--- config.mk ---
export PLATFORM = sky130hd
export DESIGN_NAME = cordic_sched
export DESIGN_NICKNAME = d
export VERILOG_FILES = /design/src/rtl/cordic_sched_pkg.sv /design/src/rtl/cordic_sched_rr_grant.sv /design/src/rtl/cordic_sched.sv
export SDC_FILE = /design/constraint.sdc
export NUM_CORES = 2
export LEC_CHECK = 0
export ABC_AREA = 1
export BUFFER_PORTS_ARGS = -buffer_cell sky130_fd_sc_hd__buf_2
export CAP_MARGIN = 20
export CORE_UTILIZATION = 40
export CTS_CLUSTER_DIAMETER = 150
export DETAILED_ROUTE_END_ITERATION = 16
export PLACE_DENSITY_LB_ADDON = 0.15
export SYNTH_ARGS = -nofsm -noshare
export SYNTH_HDL_FRONTEND = slang
export SYNTH_SLANG_ARGS = --single-unit
--- constraint.sdc ---
create_clock -name clk -period 5.2 [get_ports clk]
set_clock_uncertainty 0.05 [all_clocks]
set_input_delay 0.78 -clock clk [delete_from_list [all_inputs] [get_ports clk]]
set_output_delay 0.78 -clock clk [all_outputs]
set_load 0.02 [all_outputs]
--- src/rtl/cordic_sched_pkg.sv ---
// Shared constants for the CORDIC scheduler: c_op encodings, default pipeline latency,
// and a ceil(log2) usable in parameter and port-width expressions.
package cordic_sched_pkg;

   localparam logic [1:0] OP_P2R = 2'd0;
   localparam logic [1:0] OP_R2P = 2'd1;
   localparam int LAT_DEFAULT = 21;

   function automatic int clog2(input int v);
      int r;
      r = 0;
      while ((1 << r) < v) r++;
      return r;
   endfunction

endpackage

--- src/rtl/cordic_sched_rr_grant.sv ---
// Round-robin picker: first asserted request searching upward from ptr+1, wrapping modulo nch.
// Purely combinational; zero grant when no request is asserted.
module rr_grant import cordic_sched_pkg::*; #(
   parameter int nch = 4
) (
   input  logic [nch-1:0]         req,
   input  logic [clog2(nch)-1:0]  ptr,
   output logic [nch-1:0]         gnt,
   output logic [clog2(nch)-1:0]  idx
);

   localparam int chw = clog2(nch);

   logic [chw-1:0] cand;
   logic           found;

   // nch is a power of two, so the index sum wraps naturally; k == nch lands back on ptr
   always_comb begin
      gnt   = '0;
      idx   = '0;
      found = 1'b0;
      cand  = '0;
      for (int k = 1; k <= nch; k++) begin
         cand = ptr + chw'(k);
         if (!found && req[cand]) begin
            found     = 1'b1;
            gnt[cand] = 1'b1;
            idx       = cand;
         end
      end
   end

endmodule

--- src/rtl/cordic_sched.sv ---
// Round-robin front end for a pipelined CORDIC with channel tagging and a result FIFO.
// Request-to-result >= lat+2 cycles; issue is credit-limited so the FIFO never overflows.
module cordic_sched import cordic_sched_pkg::*; #(
   parameter int width  = 19,
   parameter int nch    = 4,
   parameter int lat    = LAT_DEFAULT,
   parameter int fdepth = 32
) (
   input  logic                       clk,
   input  logic                       rst,
   input  logic [nch-1:0]             req_valid,
   output logic [nch-1:0]             req_ready,
   input  logic [nch-1:0]             req_op,
   input  logic [width*nch-1:0]       req_x,
   input  logic [width*nch-1:0]       req_y,
   input  logic [(width+1)*nch-1:0]   req_phase,
   output logic [1:0]                 c_op,
   output logic [width-1:0]           c_x,
   output logic [width-1:0]           c_y,
   output logic [width:0]             c_phase,
   input  logic [width-1:0]           c_xout,
   input  logic [width-1:0]           c_yout,
   input  logic [width:0]             c_phaseout,
   output logic                       res_valid,
   input  logic                       res_ready,
   output logic [clog2(nch)-1:0]      res_ch,
   output logic [width-1:0]           res_x,
   output logic [width-1:0]           res_y,
   output logic [width:0]             res_phase
);

   localparam int chw = clog2(nch);
   localparam int aw  = clog2(fdepth);
   localparam int cw  = aw + 1;

   typedef struct packed {
      logic [chw-1:0]   ch;
      logic [width-1:0] x;
      logic [width-1:0] y;
      logic [width:0]   ph;
   } res_t;

   logic [cw-1:0]  cred;
   logic [chw-1:0] ptr;
   logic [nch-1:0] elig;
   logic [nch-1:0] gnt;
   logic [chw-1:0] gidx;
   logic           grant;
   logic           pop;

   assign elig      = (cred != '0) ? req_valid : '0;
   assign req_ready = gnt;
   assign grant     = |gnt;
   assign pop       = res_valid & res_ready;

   rr_grant #(.nch(nch)) u_arb (
      .req (elig),
      .ptr (ptr),
      .gnt (gnt),
      .idx (gidx)
   );

   // one credit per FIFO slot; held by an op from grant until its result is popped
   always_ff @(posedge clk or posedge rst) begin
      if (rst) begin
         cred <= cw'(fdepth);
         ptr  <= '0;
      end else begin
         if (grant) ptr <= gidx;
         case ({grant, pop})
            2'b10:   cred <= cred - cw'(1);
            2'b01:   cred <= cred + cw'(1);
            default: ;
         endcase
      end
   end

   always_ff @(posedge clk or posedge rst) begin
      if (rst) begin
         c_op    <= OP_P2R;
         c_x     <= '0;
         c_y     <= '0;
         c_phase <= '0;
      end else if (grant) begin
         c_op    <= req_op[gidx] ? OP_R2P : OP_P2R;
         c_x     <= req_x[gidx*width +: width];
         c_y     <= req_y[gidx*width +: width];
         c_phase <= req_phase[gidx*(width+1) +: width+1];
      end else begin
         c_op    <= OP_P2R;
         c_x     <= '0;
         c_y     <= '0;
         c_phase <= '0;
      end
   end

   // tag stage lat lines up with the CORDIC output of the op issued lat+1 cycles earlier
   logic [lat:0]   tag_v;
   logic [chw-1:0] tag_ch [lat+1];

   always_ff @(posedge clk or posedge rst) begin
      if (rst) tag_v <= '0;
      else     tag_v <= {tag_v[lat-1:0], grant};
   end

   always_ff @(posedge clk) begin
      tag_ch[0] <= gidx;
      for (int i = 1; i <= lat; i++) tag_ch[i] <= tag_ch[i-1];
   end

   logic wr;
   res_t wdat;
   res_t head;

   assign wr   = tag_v[lat];
   assign wdat = {tag_ch[lat], c_xout, c_yout, c_phaseout};

   res_t          mem [fdepth];
   logic [aw-1:0] wp;
   logic [aw-1:0] rp;
   logic [cw-1:0] cnt;
   logic          load;
   logic          bypass;
   logic          mem_wr;
   logic          mem_rd;

   // head register is the FIFO output; mem holds everything queued behind it
   assign load   = !res_valid || pop;
   assign bypass = wr && load && (cnt == '0);
   assign mem_wr = wr && !bypass;
   assign mem_rd = load && (cnt != '0);

   always_ff @(posedge clk or posedge rst) begin
      if (rst) begin
         wp        <= '0;
         rp        <= '0;
         cnt       <= '0;
         res_valid <= 1'b0;
         head      <= '0;
      end else begin
         if (mem_wr) wp <= wp + aw'(1);
         if (load) begin
            if (mem_rd) begin
               head      <= mem[rp];
               rp        <= rp + aw'(1);
               res_valid <= 1'b1;
            end else if (wr) begin
               head      <= wdat;
               res_valid <= 1'b1;
            end else begin
               res_valid <= 1'b0;
            end
         end
         case ({mem_wr, mem_rd})
            2'b10:   cnt <= cnt + cw'(1);
            2'b01:   cnt <= cnt - cw'(1);
            default: ;
         endcase
      end
   end

   always_ff @(posedge clk) begin
      if (mem_wr) mem[wp] <= wdat;
   end

   assign res_ch    = head.ch;
   assign res_x     = head.x;
   assign res_y     = head.y;
   assign res_phase = head.ph;

   a_no_overflow: assert property (@(posedge clk) disable iff (rst)
      mem_wr |-> (cnt < cw'(fdepth)));

endmodule

**After elaboration in Yosys (flattened, before gate mapping)**

Memories as Yosys holds them, arrays and structs flattened.
Index checks and enable logic that the tools add are counted.

- Add/sub/neg operators: 9
- Multiply operators: 2
- $lt $le $gt $ge: 9
- Equal/unequal tests: 4
- Shift-type cells: 3
- Mux-type cells: 43
- Bitwise gates (word level): 4
- Reductions and logical operators: 26

Operator list:

| operator | count |
|---|---|
| 76-bit by 8-bit indexed part select with 19-bit output | 2 |
| 60-bit 2-to-1 mux | 2 |
| 80-bit by 8-bit indexed part select with 20-bit output | 1 |
| 19-bit 2-to-1 mux | 2 |
| 6-bit one-hot mux with 2 select lines | 2 |
| 20-bit 2-to-1 mux | 1 |
| 4-bit 2-to-1 mux | 5 |
| 1-bit 2-to-1 mux | 18 |
| 2-bit by 3-bit less-than comparator with 1-bit output, second input constant | 5 |
| 6-bit by 1-bit adder with 6-bit output, second input constant | 2 |
| 4-bit bitwise OR | 3 |
| 6-bit nonzero test | 2 |
| 6-bit by 1-bit subtractor with 6-bit output, second input constant | 2 |
| 1-bit logical AND | 11 |
| 5-bit by 1-bit adder with 5-bit output, second input constant | 2 |
| 1-bit binary-select mux with 2-bit select | 5 |
| 1-bit demux with 2-bit select | 4 |
| 2-bit by 1-bit >= comparator with 1-bit output, second input constant | 4 |
| 2-bit 2-to-1 mux | 4 |
| 2-bit by 5-bit multiplier with 7-bit output, second input constant | 1 |
| 6-bit zero test | 1 |
| 2-bit nonzero test | 3 |
| 1-bit zero test | 5 |
| 2-bit by 3-bit multiplier with 5-bit output, second input constant | 1 |
| 8 further kinds | 12 |

- Flip-flop bits (word level): 167
- Bits in writable memories: 1,964
- Bits of input ports: 301
- Output and inout port bits: 125
- Word-level logic and storage cells: 117
- Memories kept: 2

Memory list:

| memory | depth | width | rd ports | clocked after memory_dff | write ports | line | source |
|---|---|---|---|---|---|---|---|
| mem | 32 | 60 | 1 | 0 | 1 | cordic_sched.sv:118 | `res_t mem [fdepth];` |
| tag_ch | 22 | 2 | 22 | 0 | 22 | cordic_sched.sv:99 | `logic [chw-1:0] tag_ch [lat+1];` |

**Depth between registers and ports, before layout**

- Depth in word-level cells: 18
- Depth in mapped cells: 28
- Gate-level depth less buffers: 26

**Hierarchy**

From an unflattened synthesis, not the netlist that was laid out.

- Cell total of the unflattened synthesis: 8,376
- Area, all modules: 89,403.2 µm²

By module, submodules not included:

| module | times used | cells an instance | area each (µm²) |
|---|---|---|---|
| cordic_sched | 1 | 8,291 | 88,867.7 |
| rr_grant | 1 | 85 | 535.5 |

**Least setup slack after synthesis**

OpenSTA, ideal clock, no wires.

- Path kind: input-to-reg
- Start: in res_ready
- End: mem mem[11][0] (netlist name) (enable)
- Library setup time: 0.478 ns
- Arrival time: 3.896 ns
- Required time: 4.672 ns
- Setup slack: 0.776 ns
- Stages on the path: 7
- Cell sequence: inv_1 > nand2_1 > nand2_1 > nand2_1 > nor2_1 > inv_1 > nor2_1

- Word-level cells in the longest chain between the ends: 8

Ends and longest elaborated chain:

| element | line | source |
|---|---|---|
| start, declared | cordic_sched.sv:25 | `input logic res_ready,` |
| 1-bit bitwise AND | cordic_sched.sv:54 | `assign pop = res_valid & res_ready;` |
| 1-bit logical OR | cordic_sched.sv:128 | `assign load = !res_valid \|\| pop;` |
| 1-bit logical AND (2 in a row) | cordic_sched.sv:129 | `assign bypass = wr && load && (cnt == '0);` |
| 1-bit zero test | cordic_sched.sv:130 | `assign mem_wr = wr && !bypass;` |
| 1-bit logical AND | cordic_sched.sv:130 |  |
| 1-bit 2-to-1 mux | cordic_sched.sv:163 | `if (mem_wr) mem[wp] <= wdat;` |
| 1-bit 2-to-1 mux (not written as such) | cordic_sched.sv:163 |  |
| end, declared | cordic_sched.sv:118 |  |

No other way between the ends.

**Final worst setup path**

- Start: reg ptr[0]
- End: reg cred[5]

- Word-level cells in the longest chain between the ends: 16
- Elaborated cells on any way between the ends: 52

Ends and longest elaborated chain:

| element | line | source |
|---|---|---|
| start, declared | cordic_sched.sv:44 | `logic [chw-1:0] ptr;` |
| start signal, assigned | cordic_sched.sv:69 | `if (grant) ptr <= gidx;` |
| branches (longest 12 deep; another with 2-bit by 3-bit less-than comparator with 1-bit output) | n/a |  |
| 4-bit 2-to-1 mux * | cordic_sched_rr_grant.sv:25 | `if (!found && req[cand]) begin` |
| 4-bit OR reduction * | cordic_sched.sv:53 | `assign grant = \|gnt;` |
| 2-bit by 1-bit == test with 1-bit output / 2-bit == test (equally long branches) | cordic_sched.sv:70 | `case ({grant, pop})` |
| 6-bit one-hot mux with 2 select lines / 2-bit nonzero test (equally long branches) | n/a |  |
| end signal, assigned | cordic_sched.sv:66 | `cred <= cw'(fdepth);` |
| end signal, assigned | cordic_sched.sv:71 | `2'b10: cred <= cred - cw'(1);` |
| end signal, assigned | cordic_sched.sv:72 | `2'b01: cred <= cred + cw'(1);` |
| end, declared | cordic_sched.sv:43 | `logic [cw-1:0] cred;` |

Mark *: on every way between the ends. The select of a mux whose other input is x is not followed.
A chain may end at the register's enable or synchronous reset.

==> flow_summary.json <==
{
  "dp_hpwl_um": 134900,
  "powerDensity_nw_per_um2": 611.2,
  "holdCritPathClass": "input port to flip-flop",
  "synth_compound_area_frac": 0.1113,
  "synth_async_sr_flop_share": 0.07793,
  "route.vias.total": 56800,
  "busiest_layer": "met2",
  "synth_edf_count": 1920,
  "max_stage_delay_ps": 660,
  "ys.flop_type": "edfxtp_1",
  "wl_um": 261500,
  "ys_ff_latch": 2130,
  "grt_pass1_wl_um": 378700,
  "setup_viol": 0,
  "ir_drop_uv": 767.6,
  "utilization": 0.4649,
  "whs_ps": 253.3,
  "pin_count": 426,
  "synth-seq-area-share": 0.7383,
  "drt-initial-drc-count": 6027,
  "cp-endpoint": "cred[5]",
  "core_area_um2": 210200,
  "insertion_delay_ps": 870,
  "synth_commonest_cells": "1920 x edfxtp_1, 1081 x nor2_1, 968 x o21ai_0, 558 x nand2_1, 373 x clkbuf_1",
  "gr-usage-met2": 0.3722,
  "holdCritStartpoint": "req_x[66]",
  "grt_max_degree": 228,
  "tritoncts": "yes",
  "finalSetupTns_ps": 0,
  "wl_per_cell_um": 25.83,
  "num_rows": 168,
  "end_kind": "flip-flop",
  "hold_viol": 0,
  "clk_pin_slew_ps": 60,
  "maxCapViolCount": 0,
  "routed_via_density": 5.611,
  "start_util": 0.4039,
  "die_h_um": 462.7,
  "slowest_stage": "dfrtp_1",
  "post_dp_cell_area_um2": 90430,
  "nets": 7428,
  "yosysMostFrequentCell": "edfxtp_1",
  "met3_usage": 0.04299,
  "syn2layout_area_growth_pct": 15.09,
  "synth_top_family_by_area": "compound AO/OA/AOI/OAI gates",
  "slew_headroom": 0.2016,
  "place_congestion": 0.8705,
  "arrival_ps": 4910,
  "avgSynthCellArea_um2": 12.50,
  "ys_types": 36,
  "post-route-min-period_ps": 4167,
  "critPathLaunch": "ptr[0]",
  "postSynthCellCount": 6794,
  "drive_gt1_frac": 0.1331,
  "first_global_vias": 53890,
  "synth-simple-area-share": 0.1069,
  "cp_data_required_time_ps": 5950,
  "worst_pin_slew_ps": 1198,
  "outcome": "finished clean",
  "rsz0062_at_grt": "false",
  "p_total_w": 0.05973,
  "antenna_found_initial": 34,
  "cp_max_fo": 12,
  "port_buffers": 424,
  "track_usage": 0.2387,
  "drt-pass1-iter-count": 6,
  "fmax_ghz": 0.2400,
  "yosys_warnings": 0,
  "cts-root-buf": "clkbuf_16",
  "cp-start-kind": "flip-flop",
  "cts_num_sinks": 2130,
  "slew_viol_final": 0,
  "dieArea_um2": 214100,
  "synthAdderAreaFrac": 0.003861,
  "fin_crit_sh": 0.8014,
  "path_class": "flip-flop to flip-flop",
  "grt.overflow.total": 0,
  "clock_path_buffers": 3,
  "yosys.area.top_type": "edfxtp_1",
  "met1_usage": 0.3408,
  "reg2reg_depth": 25,
  "r2r-start": "ptr[0]",
  "synth_area_um2": 84910,
  "htreeDepth": 4,
  "syn-num-nets": 7120,
  "synth_top_area_share": 0.6790,
  "die_w_um": 462.7,
  "muxShareOfSynthArea": 0,
  "cts_buffers": 220,
  "route.detailed.drc": 0,
  "antenna_left": 0,
  "reg2reg_setup_slack_ps": 1030,
  "synthTopCellsByArea": "edfxtp_1 68%, o21ai_0 5.7%, dfrtp_1 4.9%, nor2_1 4.8%, nand2_1 2.5%",
  "fin_area_um2": 97720,
  "p_leak_nw": 34.17,
  "rr_endpoint": "cred[5]",
  "synthXorXnorAreaFrac": 0.001238
}
[metrics by stage]
| stage | cells | worst slack [ps] |
|---|---|---|
| 2_1_floorplan | 6794 | 775.6 |
| 3_3_place_gp | 9682 | 911.0 |
| 3_5_place_dp | 9683 | 980.0 |
| 4_1_cts | 10100 | 992.9 |
| 5_1_grt | 10120 | 513.0 |
| 6_report | 10120 | 1033 |
[flip-flops by register name, summed over array words and instances, names as in the netlist, 6 cells and up]
| register | count |
|---|---|
| mem | 1920 |
| tag_ch | 44 |
| tag_v | 22 |
| c_phase | 20 |
| res_phase | 20 |
| c_x | 19 |
| c_y | 19 |
| res_x | 19 |
| res_y | 19 |
| cnt | 6 |
| cred | 6 |
[report_power, final]
part | switching, W | internal [W] | total, W
clock network | 0.00674 | 0.00899 | 0.0157
registers | 0.000984 | 0.0210 | 0.0220
logic | 0.0159 | 0.00614 | 0.0220
[metal layers]
layer	share of wire	routed length, um	up-vias
met4	0.028	7196	12
met3	0.071	18480	425
li1	-	-	25460
met2	0.46	120600	2008
met1	0.44	115100	28890
met5	0.00026	69	-
[cells in the final DEF (no fill, tap or decap), drive strengths merged, types with 68 or more instances in the layout]
cell type  Yosys  layout
o21ai        971     971
a21oi        124     124
clkinv         5      74
clkbuf       373     323
o221ai       172     172
nand2        564     564
edfxtp      1920    1920
nand4        124     124
inv          337     344
buf          109     567
o211ai        68      68
nand3        381     381
o22ai        308     308
dfrtp        165     165
nor2        1085    1085
[logic make-up after synthesis]
group           Yosys count
buf+inv                 824
compound gates         1647
simple gates           2155
flops                  2130
xor+xnor                 12
other cells               1
fa+ha+maj                25
[worst min path at each step]
stage | cells past startpoint | to | slack, ps
floorplan | 0 | tag_ch[0][10] | 260
global placement | 0 | tag_ch[0][9] | 260
detailed placement | 0 | tag_ch[1][10] | 260
CTS | 7 | c_x[9] | 180
global route | 7 | c_y[17] | 260
finish | 7 | c_x[9] | 250
[worst max-delay path: cells and delay by family, from the launching register on]
| kind | cells | cell delay [ps] |
|---|---|---|
| xor gates and xnor gates | 1 | 150 |
| DFF | 1 | 660 |
| AOI/OAI and AO/OA | 2 | 360 |
| adders and majority gates | 3 | 950 |
| buffers and inverters | 5 | 620 |
| and+or+nand+nor | 14 | 1310 |
[final cells by class]
cell class / count / area [um^2]
tap: 2805 / 3510
inverter: 342 / 1323
timing repair buffer: 568 / 3676
sequential: 2130 / 62710
clock inverter: 93 / 994.7
fill: 19030 / 112500
antenna: 22 / 55.05
clock buffer: 323 / 6208
multi-input combinational: 3840 / 19250
[timing repair]
item,in CTS,in global routing
gates resized for setup,0,0
hold buffers,1,0
buffers inserted,0,0
endpoints found under the setup margin,0,0
endpoints found under the hold margin,15,0
No activity file was read; power rests on OpenSTA's default activity.
